### config.mk
export PLATFORM = sky130hd
export DESIGN_NAME = logic_op_sequencer
export DESIGN_NICKNAME = d
export VERILOG_FILES = /design/src/rtl/logic_pkg.sv /design/src/rtl/shift_step.sv /design/src/rtl/logic_op_sequencer.sv
export SDC_FILE = /design/constraint.sdc
export NUM_CORES = 1
export LEC_CHECK = 0
export ABC_AREA = 1
export BUFFER_PORTS_ARGS = -buffer_cell sky130_fd_sc_hd__buf_2
export CORE_MARGIN = 2
export CORE_UTILIZATION = 55
export CTS_CLUSTER_DIAMETER = 50
export DETAILED_ROUTE_END_ITERATION = 8
export GPL_ROUTABILITY_DRIVEN = 0
export GPL_TIMING_DRIVEN = 0
export PLACE_DENSITY_LB_ADDON = 0.08
export SYNTH_ARGS = -nofsm -noshare
export SYNTH_HDL_FRONTEND = slang
export SYNTH_SLANG_ARGS = --single-unit
export TNS_END_PERCENT = 5
### constraint.sdc
create_clock -name clk -period 3.5 [get_ports clk]
set_input_delay 0.175 -clock clk [delete_from_list [all_inputs] [get_ports clk]]
set_output_delay 0.175 -clock clk [all_outputs]
set_load 0.05 [all_outputs]
### src/rtl/logic_pkg.sv
// Shared types for the logic datapath: opcodes and the sequencer state encoding.
package logic_pkg;

  typedef enum logic [2:0] {
    OP_AND = 3'd0,
    OP_OR  = 3'd1,
    OP_XOR = 3'd2,
    OP_LSH = 3'd3,
    OP_RSH = 3'd4
  } op_t;

  typedef enum logic [1:0] {
    IDLE  = 2'd0,
    SHIFT = 2'd1,
    DONE  = 2'd2
  } state_t;

endpackage

### src/rtl/shift_step.sv
// One-bit logical shift with zero fill; left when left=1, otherwise right.
module shift_step #(
  parameter int NUM_BITS = 4
) (
  input  logic [NUM_BITS-1:0] din,
  input  logic                left,
  output logic [NUM_BITS-1:0] dout
);

  assign dout = left ? {din[NUM_BITS-2:0], 1'b0} : {1'b0, din[NUM_BITS-1:1]};

endmodule

### src/rtl/logic_op_sequencer.sv
// Command front end: one-cycle AND/OR/XOR, iterative one-bit-per-clock shifts,
// result returned with zero/invalid flags.
//
// Handshakes: a transfer happens on a rising edge where valid and ready are both 1.
// in_ready is high only in IDLE; out_valid is high only in DONE, and R/Z/ERR hold
// steady there until out_ready is sampled high.
module logic_op_sequencer
  import logic_pkg::*;
#(
  parameter int NUM_BITS = 4
) (
  input  logic                clk,
  input  logic                rst,
  input  logic                in_valid,
  output logic                in_ready,
  input  logic [NUM_BITS-1:0] A,
  input  logic [NUM_BITS-1:0] B,
  input  logic [2:0]          S,
  output logic                out_valid,
  input  logic                out_ready,
  output logic [NUM_BITS-1:0] R,
  output logic                Z,
  output logic                ERR,
  output logic [1:0]          dbg_state
);

  localparam int CW = $clog2(NUM_BITS + 1);

  state_t              state_q, state_d;
  logic [NUM_BITS-1:0] r_q, r_d;
  logic [CW-1:0]       cnt_q, cnt_d;
  logic                left_q, left_d;
  logic                z_q, z_d;
  logic                err_q, err_d;
  logic [NUM_BITS-1:0] shifted;
  logic [NUM_BITS-1:0] logic_res;
  logic [CW-1:0]       amt;
  op_t                 op;

  shift_step #(.NUM_BITS(NUM_BITS)) u_shift_step (
    .din  (r_q),
    .left (left_q),
    .dout (shifted)
  );

  // Shift amounts of NUM_BITS or more all produce zero, so clamp the count.
  assign amt = (32'(B) >= NUM_BITS) ? CW'(NUM_BITS) : CW'(B);
  assign op  = op_t'(S);

  always_comb begin
    logic_res = '0;
    case (op)
      OP_AND:  logic_res = A & B;
      OP_OR:   logic_res = A | B;
      OP_XOR:  logic_res = A ^ B;
      default: logic_res = '0;
    endcase
  end

  always_ff @(posedge clk or negedge rst) begin
    if (!rst) begin
      state_q <= IDLE;
      r_q     <= '0;
      cnt_q   <= '0;
      left_q  <= 1'b0;
      z_q     <= 1'b0;
      err_q   <= 1'b0;
    end else begin
      state_q <= state_d;
      r_q     <= r_d;
      cnt_q   <= cnt_d;
      left_q  <= left_d;
      z_q     <= z_d;
      err_q   <= err_d;
    end
  end

  always_comb begin
    state_d = state_q;
    r_d     = r_q;
    cnt_d   = cnt_q;
    left_d  = left_q;
    z_d     = z_q;
    err_d   = err_q;
    case (state_q)
      IDLE: begin
        if (in_valid) begin
          err_d  = 1'b0;
          left_d = (op == OP_LSH);
          case (op)
            OP_AND, OP_OR, OP_XOR: begin
              r_d     = logic_res;
              z_d     = (logic_res == '0);
              state_d = DONE;
            end
            OP_LSH, OP_RSH: begin
              r_d   = A;
              cnt_d = amt;
              if (amt == '0) begin
                z_d     = (A == '0);
                state_d = DONE;
              end else begin
                state_d = SHIFT;
              end
            end
            default: begin
              r_d     = '0;
              z_d     = 1'b1;
              err_d   = 1'b1;
              state_d = DONE;
            end
          endcase
        end
      end
      SHIFT: begin
        // The last shift and the move to DONE share one edge.
        r_d   = shifted;
        cnt_d = cnt_q - CW'(1);
        if (cnt_q <= CW'(1)) begin
          z_d     = (shifted == '0);
          state_d = DONE;
        end
      end
      DONE: begin
        if (out_ready) state_d = IDLE;
      end
      default: state_d = IDLE;
    endcase
  end

  assign in_ready  = (state_q == IDLE);
  assign out_valid = (state_q == DONE);
  assign R         = r_q;
  assign Z         = z_q;
  assign ERR       = err_q;
  assign dbg_state = state_q;

endmodule

==> impl_metrics.csv, run 1 <==
group,metric,value,unit
cts,clk_pin_slew,90,ps
sta,holdWs,117,ps
final_layout,drive_above_1_share,30.3,%
routing,drt_iter0_markers,23,
sta,tightest_slew,289,ps
power,peakVddDrop,572,µV
sta,hold_viol,0,
sta,relSlewSlack,80.6,%
power,power_density,800,nW/µm²
sta,fin_setup_tns,0,ps
sta,fin_crit_sh,40.7,%
global_route,antenna_found_initial,0,
final_layout,layoutNonFillerInstCount,203,
final_layout,final_cell_mix,"buf_2 (25), inv_1 (24), nand2_1 (22)",
power,comb_power_share,62.5,%
global_route,grt_use_total,22.3,%
cts,clock_path_buffers,2,
synthesis,seq_area_frac_synth,28.1,%
cts,numCtsBuffers,3,
sta,rsz0062_at_grt,"no",
synthesis,synth.distinct_cells,27,
cts,cts_setup_buffers,0,
routing,num_vias,1051,
global_route,grt_pass1_vias,905,
synthesis,syn_inst,149,
final_layout,diodes,0,
synthesis,ys_seq_elements,12,
setup_path,r2r-start,"dbg_state[1]$_DFFE_PN0P_",
place,dpl.hpwl,1.86,mm
routing,wl_per_cell,10.8,µm
routing,viasPerCell,5.18,
power,p_int,0.000440,W
die,initial_core_util,60.0,%
global_route,grt_start_max_net_pins,13,
cts,ctsResizeCount,0,
setup_path,worstPathArrival,1600,ps
synthesis,synth_area,1070,µm²
sta,fin_skew,11.9,ps
final_layout,layout_commonest_cell,"buf_2",
sta,fmax,0.701,GHz
setup_path,startpoint_type,"flop",
routing,drc,0,
global_route,grt-ovfl-total,0,
cts,cts_root_buffer,"clkbuf_4",
min_path,holdPathStages,2,
cts,cts_tree,"done",
setup_path,required,3680,ps
setup_path,criticalPathCategory,"flop to flop",
power,power.net_switching,0.000575,W
power,seqPwrFrac,26.3,%
die,io_pins,25,
cts,hold_buffers,1,
sta,finalSetupViolations,0,
place,dpl.cell_count,198,
setup_path,r2r-end,"Z$_DFFE_PN0P_",
synthesis,yosys_warnings,0,
setup_path,critPathCaptureType,"flop",
final_layout,syn_to_final_growth,18.5,%
routing,totalWireLength,2.19,mm
synthesis,syn-num-nets,174,
cts,clock_latency,280,ps
cts,cts_sinks,12,
power,leakage,0.686,nW
power,power_switching_share,56.7,%
setup_path,r2r_cells,9,
die,die_area,2310,µm²
final_layout,final_core_util,71.1,%
power,p_clk_share,11.3,%
job,max_cap_violations,0,
global_route,grt_pass1_wl,3.68,mm
die,rows,15,
sta,post-route-min-period,1430,ps
final_layout,nNetsFinal,204,
min_path,hp-start,"S[2]",
status,status,"complete, no violations",
routing,antenna_left,0,
die,die_w,48.1,µm
min_path,hp-class,"input port to flop",
min_path,whs_endpoint,"left_q$_DFFE_PN0P_",
cts,ctsHtreeMaxLevel,1,
sta,report.final.slew_viol_count,0,
die,fp.dieH,48.1,µm
synthesis,syn_avg_cell_area,7.18,µm²
die,core,1780,µm²
routing,detail_route.first_pass.iterations,4,
setup_path,cp_max_fo,9,
place,portBuffers,24,
setup_path,rrSetupSlack,2070,ps
## worst max-delay path, cell delays in order, from the launching register on
cell      delay, ps
dfrtp_1         460
inv_2           110
nand2_4         120
inv_2            90
o211ai_2         90
nand2_1          80
nor2_2          140
nand2_2          80
nor2_2          100
a21oi_2          60
## through the flow
step,power [W],setup WS [ps],instance area [µm²]
finish,0.00101,2070,1270
global route,0.00110,1970,1270
CTS,0.00102,2080,1270
detailed placement,0.000903,2100,1220
global placement,0.000891,2140,1220
floorplan,0.000764,1350,1070
## layer usage
metal  vias to the layer above  track usage (%)  wire (µm)
met1                       476             29.1       1030
met3                         8             4.44         67
met2                        22             35.7       1040
met5                         -                0          0
met4                         0             9.73         55
li1                        545                -          -
## power by group through the flow
stage,logic [W],registers (W),clock network (W)
final,0.000634,0.000267,0.000114
after global routing,0.000697,0.000279,0.000123
after CTS,0.000638,0.000265,0.000115
after detailed placement,0.000635,0.000268,0
after global placement,0.000627,0.000264,0
after floorplan,0.000347,0.000417,0
## cell type report
class                           count  area (µm²)
Multi-Input combinational cell    105         646
Inverter                           31         119
Timing Repair Buffer               25         130
Sequential cell                    12         300
Fill cell                         159         515
Tap cell                           25        31.3
Buffer                              1        5.00
Clock buffer                        4        36.3
## worst max path at each step
stage                                  start               end  slack [ps]
finish              dbg_state[1]$_DFFE_PN0P_     Z$_DFFE_PN0P_        2070
global route        dbg_state[1]$_DFFE_PN0P_     Z$_DFFE_PN0P_        1970
CTS                 dbg_state[0]$_DFFE_PN0P_          in_ready        2080
detailed placement  dbg_state[1]$_DFFE_PN0P_     Z$_DFFE_PN0P_        2100
global placement    dbg_state[1]$_DFFE_PN0P_     Z$_DFFE_PN0P_        2140
floorplan           dbg_state[0]$_DFFE_PN0P_  R[2]$_DFFE_PN0P_        1350
## state kept, by name (all words and copies together), names as in the netlist
signal / flops
R: 4
cnt_q: 3
dbg_state: 2
ERR: 1
Z: 1
left_q: 1
## cell families after synthesis
| group | synth area share (%) |
|---|---|
| xor gates and xnor gates | 0.819 |
| buffers and inverters | 11.6 |
| DFF | 28.1 |
| adders and majority gates | 11.7 |
| muxes | 0.936 |
| AOI/OAI and AO/OA | 13.3 |
| and+or+nand+nor | 33.6 |
## cell usage after synthesis
cell	count	area share, %
inv_1	24	8.4
ha_1	10	12
a21oi_1	6	2.8
inv_4	1	0.59
buf_2	1	0.47
o21ai_1	4	1.9
nor2_2	6	3.5
nand2_4	1	1.1
dfrtp_1	12	28
a21oi_2	2	1.6
nand2_1	22	7.7
mux2i_1	1	0.94
inv_2	6	2.1
nor2_1	12	4.2
xor2_1	1	0.82
nor3_2	1	0.94
nand2_2	4	2.3
nand4_1	8	4.7
nand3_2	1	0.94
o21ai_0	6	2.8
o221ai_1	2	1.6
o31ai_1	1	0.70
nor3_1	3	1.4
nor2_4	2	2.1
o211ai_1	1	0.70
o211ai_2	1	1.2
nand3_1	10	4.7
Note: power is estimated with default switching activity, not from simulation.
==> run 2: changes to the inputs <==
Settings changed: ABC_AREA 1 to 0, CORE_UTILIZATION 55 to 47.
Clock period 3.5 ns to 1.15 ns, I/O delays scaled along.
==> run 2 against run 1 <==
The run now ends with setup timing left. Combinational power increased to 2.8 times the previous value. Sequential cell count unchanged. Setup slack got worse by 2300 ps. Non-clock buffer count increased by 2. Clock power increased to 3.0 times the previous value.
==> impl_metrics.csv, run 2 <==
group,metric,value,unit
final_layout,drive_above_1_share,35.4,%
power,seqPwrFrac,28.7,%
final_layout,final_core_util,64.8,%
routing,totalWireLength,2.33,mm
sta,finalSetupViolations,11,
global_route,top_usage_layer,"met2",
status,status,"complete, but fails checks",
synthesis,synth.most_common_cell,"inv_1",
cts,clock_path_buffers,2,
global_route,met1_usage,26.9,%
setup_path,critPathCaptureType,"flop",
synthesis,synth.area.top_cells,"dfrtp_1 (29%), ha_1 (12%), inv_1 (5.5%), o21ai_0 (5.3%), a21oi_1 (3.4%)",
power,comb_power_share,59.7,%
final_layout,diodes,0,
power,power_density,2250,nW/µm²
synthesis,syn_avg_cell_area,8.81,µm²
cts,clk_pin_slew,80,ps
setup_path,startpoint_type,"flop",
global_route,grt_start_max_net_pins,13,
power,power.net_switching,0.00151,W
synthesis,syn_inst,117,
final_layout,layout_commonest_cell,"buf_2",
synthesis,seq_area_frac_synth,29.1,%
sta,fin_skew,0.441,ps
sta,report.final.slew_viol_count,0,
synthesis,syn-num-nets,142,
setup_path,required,1300,ps
routing,detail_route.first_pass.iterations,4,
cts,clock_latency,270,ps
die,die_w,50.8,µm
synthesis,ys.flop_type,"dfrtp_1",
place,dpl.cell_count,168,
final_layout,largest_reg_flops,4,
final_layout,syn_to_final_growth,27.1,%
synthesis,synth_area,1030,µm²
sta,rsz0062_at_grt,"yes",
final_layout,nNetsFinal,173,
power,p_clk_share,11.6,%
sta,hold_viol,0,
place,dpl.hpwl,1.88,mm
cts,cts_sinks,12,
final_layout,final_cell_mix,"buf_2 (22), inv_1 (13), o21ai_0 (10), ha_1 (10), dfrtp_1 (9)",
global_route,grt_pass1_wl,3.89,mm
global_route,grt-ovfl-total,0,
setup_path,cp_max_fo,5,
sta,finalWorstSetupSlack,-275,ps
power,p_int,0.00144,W
setup_path,worstPathArrival,1580,ps
synthesis,synth.top_cells.by_count,"inv_1 (15), dfrtp_1 (12), o21ai_0 (11)",
synthesis,ys_seq_elements,12,
status,violations,"setup timing",
die,core,2020,µm²
power,leakage,0.619,nW
cts,numCtsBuffers,3,
global_route,grt_use_total,20.1,%
global_route,use_met3,2.34,%
die,io_pins,25,
routing,wl_per_cell,13.4,µm
final_layout,layoutNonFillerInstCount,174,
cts,cts_setup_buffers,0,
sta,relSlewSlack,58.7,%
global_route,antenna_found_initial,0,
sta,post-route-min-period,1420,ps
place,portBuffers,24,
die,fp.dieH,50.8,µm
job,max_cap_violations,0,
routing,drt_iter0_markers,12,
cts,cts_tree,"done",
cts,ctsHtreeMaxLevel,1,
global_route,grt_pass1_vias,877,
synthesis,synth.distinct_cells,38,
sta,tightest_slew,614,ps
synthesis,synth_edf_count,0,
die,initial_core_util,51.0,%
setup_path,criticalPathCategory,"flop to flop",
die,rows,16,
sta,fin_crit_sh,124,%
sta,fmax,0.702,GHz
routing,num_vias,960,
sta,holdWs,152,ps
min_path,hp-class,"input port to flop",
synthesis,yosys_warnings,0,
power,peakVddDrop,1460,µV
global_route,met2_usage,32.2,%
routing,viasPerCell,5.52,
final_layout,stdcell_area,1310,µm²
power,power,0.00295,W
synthesis,async_reset_ff_share,100,%
die,die_area,2580,µm²
place,place_area,1190,µm²
synthesis,netlist.area_leader.share,29.1,%
cts,cts_root_buffer,"clkbuf_4",
routing,drc,0,
power,power_switching_share,51.3,%
routing,antenna_left,0,
synthesis,yosysTopAreaCell,"dfrtp_1",
[run 2: changes by cell type in the layout (fill, tap and decap cells not counted), sizes merged, moves of 3 or more]
cell,delta
nor2b,+3
nand2b,+6
nor2,-11
a211oi,+3
nand3,-9
a221o,+3
inv,-16
nand2,-22
nand4,-8
nor4,+3
[run 2: power by group through the flow]
stage / Clock, W / Sequential (W) / Combinational, W
5_1_grt: 0.000366 / 0.000882 / 0.00190
6_report: 0.000341 / 0.000847 / 0.00176
3_5_place_dp: 0 / 0.000821 / 0.00160
4_1_cts: 0.000350 / 0.000823 / 0.00168
2_1_floorplan: 0 / 0.00123 / 0.000811
3_3_place_gp: 0 / 0.000812 / 0.00157
[run 2: area by class of cell]
cell class	count	area [µm²]
plain buffers	2	22.5
clock buffers	4	36.3
fillers	178	712
inverters	15	56.3
multi-input cells	88	704
flip-flops and latches	12	304
well taps	27	33.8
repair buffers	26	153
[run 2: cell families (layout without fill, tap and decap cells)]
logic type | count (synthesis) | after routing | share of synthesized area [%]
compound gates | 39 | 39 | 27.9
mux | 3 | 3 | 3.16
flops | 12 | 12 | 29.1
buf+inv | 17 | 47 | 7.04
fa+ha+maj | 10 | 10 | 12.1
simple gates | 36 | 36 | 20.6
[run 2: per-stage QoR]
step | setup slack, ps | TNS, ps
CTS | -293 | -1190
global placement | -491 | -1980
detailed placement | -518 | -2200
floorplan | -520 | -2990
global route | -358 | -1870
finish | -275 | -1050
[run 2: critical path, cell delays in order (launching register included)]
cell and delay (ps):
dfrtp_2 440, ha_1 200, o21ba_4 220, o21ai_4 60
o311ai_4 80, mux2i_1 220, o31ai_1 80
[run 2: worst paths after layout]
path / from / endpoint / slack (ps) / cells past startpoint
worst max-delay path: cnt_q[0]$_DFFE_PN0P_ / Z$_DFFE_PN0P_ / -270 / 6
worst min-delay path: in_valid / dbg_state[0]$_DFFE_PN0P_ / 150 / 3
worst max register to register: cnt_q[0]$_DFFE_PN0P_ / Z$_DFFE_PN0P_ / -270 / 6
worst min register to register: ERR$_DFFE_PN0P_ / ERR$_DFFE_PN0P_ / 480 / 2
max in group asynchronous: rst / dbg_state[1]$_DFFE_PN0P_ / 720 / 2
min in group asynchronous: rst / R[3]$_DFFE_PN0P_ / 190 / 2
[run 2: timing repair]
action | in CTS | in global routing
hold buffers | 2 | 0
setup endpoints to repair | 12 | 13
resized for setup | 10 | 8
pin swaps | 1 | 1
hold endpoints to repair | 13 | 0
[run 2: routing by layer]
layer	wire, µm	vias to the layer above
met3	95	2
met1	1130	445
li1	-	483
met4	27	0
met5	0	-
met2	1080	30
==> run 3: changes to the inputs <==
==> constraint.sdc (replaced) <==
create_clock -name clk -period 1.15 [get_ports clk]
set_input_delay 0.115 -clock clk [delete_from_list [all_inputs] [get_ports clk]]
set_output_delay 0.115 -clock clk [all_outputs]
set_load 0.05 [all_outputs]
==> run 3 against run 2 <==
Sequential cell count unchanged. Combinational power about the same. Critical endpoint unchanged. Critical path type unchanged. Final cell count fell by 0.57%. The flow still finishes with violations (setup timing). Count of clock-buffer cells in the layout unchanged.
==> impl_metrics.csv, run 3 (synthesized netlist as in run 2, its figures left out) <==
group,metric,value,unit
status,status,"complete, but fails checks",
status,violations,"setup timing",
global_route,grt_pass1_wl,3.89,mm
power,comb_power_share,59.7,%
cts,cts_sinks,12,
global_route,grt_pass1_vias,877,
setup_path,r2r_cells,6,
place,dpl.hpwl,1.88,mm
sta,rsz0062_at_grt,"yes",
power,leakage,0.615,nW
setup_path,r2r-start,"cnt_q[0]$_DFFE_PN0P_",
setup_path,crit_chain,"ha_1, o21ba_4, o21ai_4, o311ai_4, mux2i_1, o31ai_1",
cts,cts_root_buffer,"clkbuf_4",
final_layout,syn_to_final_growth,26.1,%
setup_path,cp_top_family,"compound AO/OA/AOI/OAI gates",
place,portBuffers,24,
setup_path,slowest_delay,440,ps
die,die_w,50.8,µm
final_layout,layout_commonest_cell,"buf_2",
job,max_cap_violations,0,
sta,finalSetupViolations,12,
setup_path,critPathCaptureType,"flop",
power,seqPwrFrac,28.7,%
min_path,holdPathStages,2,
min_path,hp-class,"input port to flop",
sta,report.final.slew_viol_count,0,
routing,viasPerCell,5.54,
place,place_area,1190,µm²
die,rows,16,
cts,clock_latency,270,ps
global_route,grt-ovfl-total,0,
final_layout,largest_reg_flops,4,
setup_path,cp_max_fo,5,
final_layout,nNetsFinal,172,
setup_path,worstPathArrival,1580,ps
sta,relSlewSlack,59.1,%
power,p_int,0.00144,W
final_layout,final_cell_mix,"buf_2 (22), inv_1 (13), o21ai_0 (10), ha_1 (10), dfrtp_1 (9)",
final_layout,drive_above_1_share,35.6,%
power,peakVddDrop,1460,µV
sta,fmax,0.703,GHz
die,core,2020,µm²
sta,post-route-min-period,1420,ps
setup_path,startpoint_type,"flop",
cts,ctsHtreeMaxLevel,1,
final_layout,stdcell_area,1300,µm²
cts,numCtsBuffers,3,
power,power_switching_share,51.3,%
die,die_area,2580,µm²
die,initial_core_util,51.0,%
cts,clock_path_buffers,2,
routing,totalWireLength,2.32,mm
setup_path,crit_start,"cnt_q[0]$_DFFE_PN0P_",
sta,holdWs,35.5,ps
sta,fin_setup_tns,-1140,ps
cts,clk_pin_slew,80,ps
die,io_pins,25,
sta,fin_skew,0.441,ps
routing,num_vias,958,
setup_path,cp.depth,6,
final_layout,diodes,0,
global_route,grt_start_max_net_pins,13,
setup_path,cp-endpoint,"Z$_DFFE_PN0P_",
routing,wl_per_cell,13.4,µm
routing,antenna_left,0,
routing,drc,0,
global_route,antenna_found_initial,0,
sta,fin_crit_sh,124,%
routing,detail_route.first_pass.iterations,4,
setup_path,required,1300,ps
global_route,grt_use_total,20.1,%
sta,tightest_slew,607,ps
setup_path,criticalPathCategory,"flop to flop",
sta,finalWorstSetupSlack,-273,ps
setup_path,r2r-end,"Z$_DFFE_PN0P_",
routing,drt_iter0_markers,10,
die,fp.dieH,50.8,µm
power,p_clk_share,11.6,%
cts,cts_tree,"done",
setup_path,rrSetupSlack,-270,ps
sta,hold_viol,0,
setup_path,path_buf_inv,0,
setup_path,slowest_stage,"dfrtp_2",
power,power.net_switching,0.00151,W
power,power_density,2270,nW/µm²
-- run 3: cell count changes in the layout (fill, tap and decap cells not counted) --
cell,change
dlygate4sd3_1,-1
-- run 3: final cells by class --
type | count | area (µm²)
buffer | 2 | 22.5
sequential | 12 | 304
clock buffer | 4 | 36.3
fill | 178 | 722
inverter | 15 | 56.3
timing repair buffer | 25 | 143
tap | 27 | 33.8
multi-input combinational | 88 | 704
-- run 3: what timing repair did --
item                       4_1_cts  5_1_grt
pin swaps                        1        1
buffers inserted                 0        0
hold endpoints to repair        12        0
hold buffers                     1        0
resized for setup               11        7
setup endpoints to repair       12       14
-- run 3: layer usage --
metal / wire [µm] / up-vias / track usage [%]
met2: 1080 / 34 / 32.2
met1: 1100 / 441 / 26.9
met3: 119 / 2 / 2.34
li1: - / 481 / -
met4: 27 / 0 / 9.91
met5: 0 / - / 0
-- run 3: worst min path at each step --
stage | start | end
6_report | out_ready | dbg_state[1]$_DFFE_PN0P_
5_1_grt | out_ready | dbg_state[1]$_DFFE_PN0P_
4_1_cts | out_ready | dbg_state[1]$_DFFE_PN0P_
3_5_place_dp | rst | R[3]$_DFFE_PN0P_
3_3_place_gp | rst | R[3]$_DFFE_PN0P_
2_1_floorplan | rst | ERR$_DFFE_PN0P_
-- run 3: power by group through the flow --
stage | clock network (W) | registers, W | logic (W)
6_report | 0.000341 | 0.000847 | 0.00176
5_1_grt | 0.000366 | 0.000882 | 0.00190
4_1_cts | 0.000350 | 0.000823 | 0.00170
3_5_place_dp | 0 | 0.000821 | 0.00160
3_3_place_gp | 0 | 0.000812 | 0.00157
2_1_floorplan | 0 | 0.00123 | 0.000811
-- run 3: worst reg2reg max path, delay by kind of cell (launching register included) --
kind	cells	cell delay (ps)
AO/OA/AOI/OAI	4	440
flip-flops	1	440
multiplexers	1	220
adder cells (fa/ha/maj)	1	200
-- run 3: through the flow --
stage	cells	setup WS (ps)	util [%]	total power, W
2_1_floorplan	117	-520	-	0.00204
3_3_place_gp	168	-491	59.1	0.00239
3_5_place_dp	168	-518	59.1	0.00242
4_1_cts	173	-293	62.9	0.00287
5_1_grt	173	-358	64.3	0.00314
6_report	173	-273	64.3	0.00295
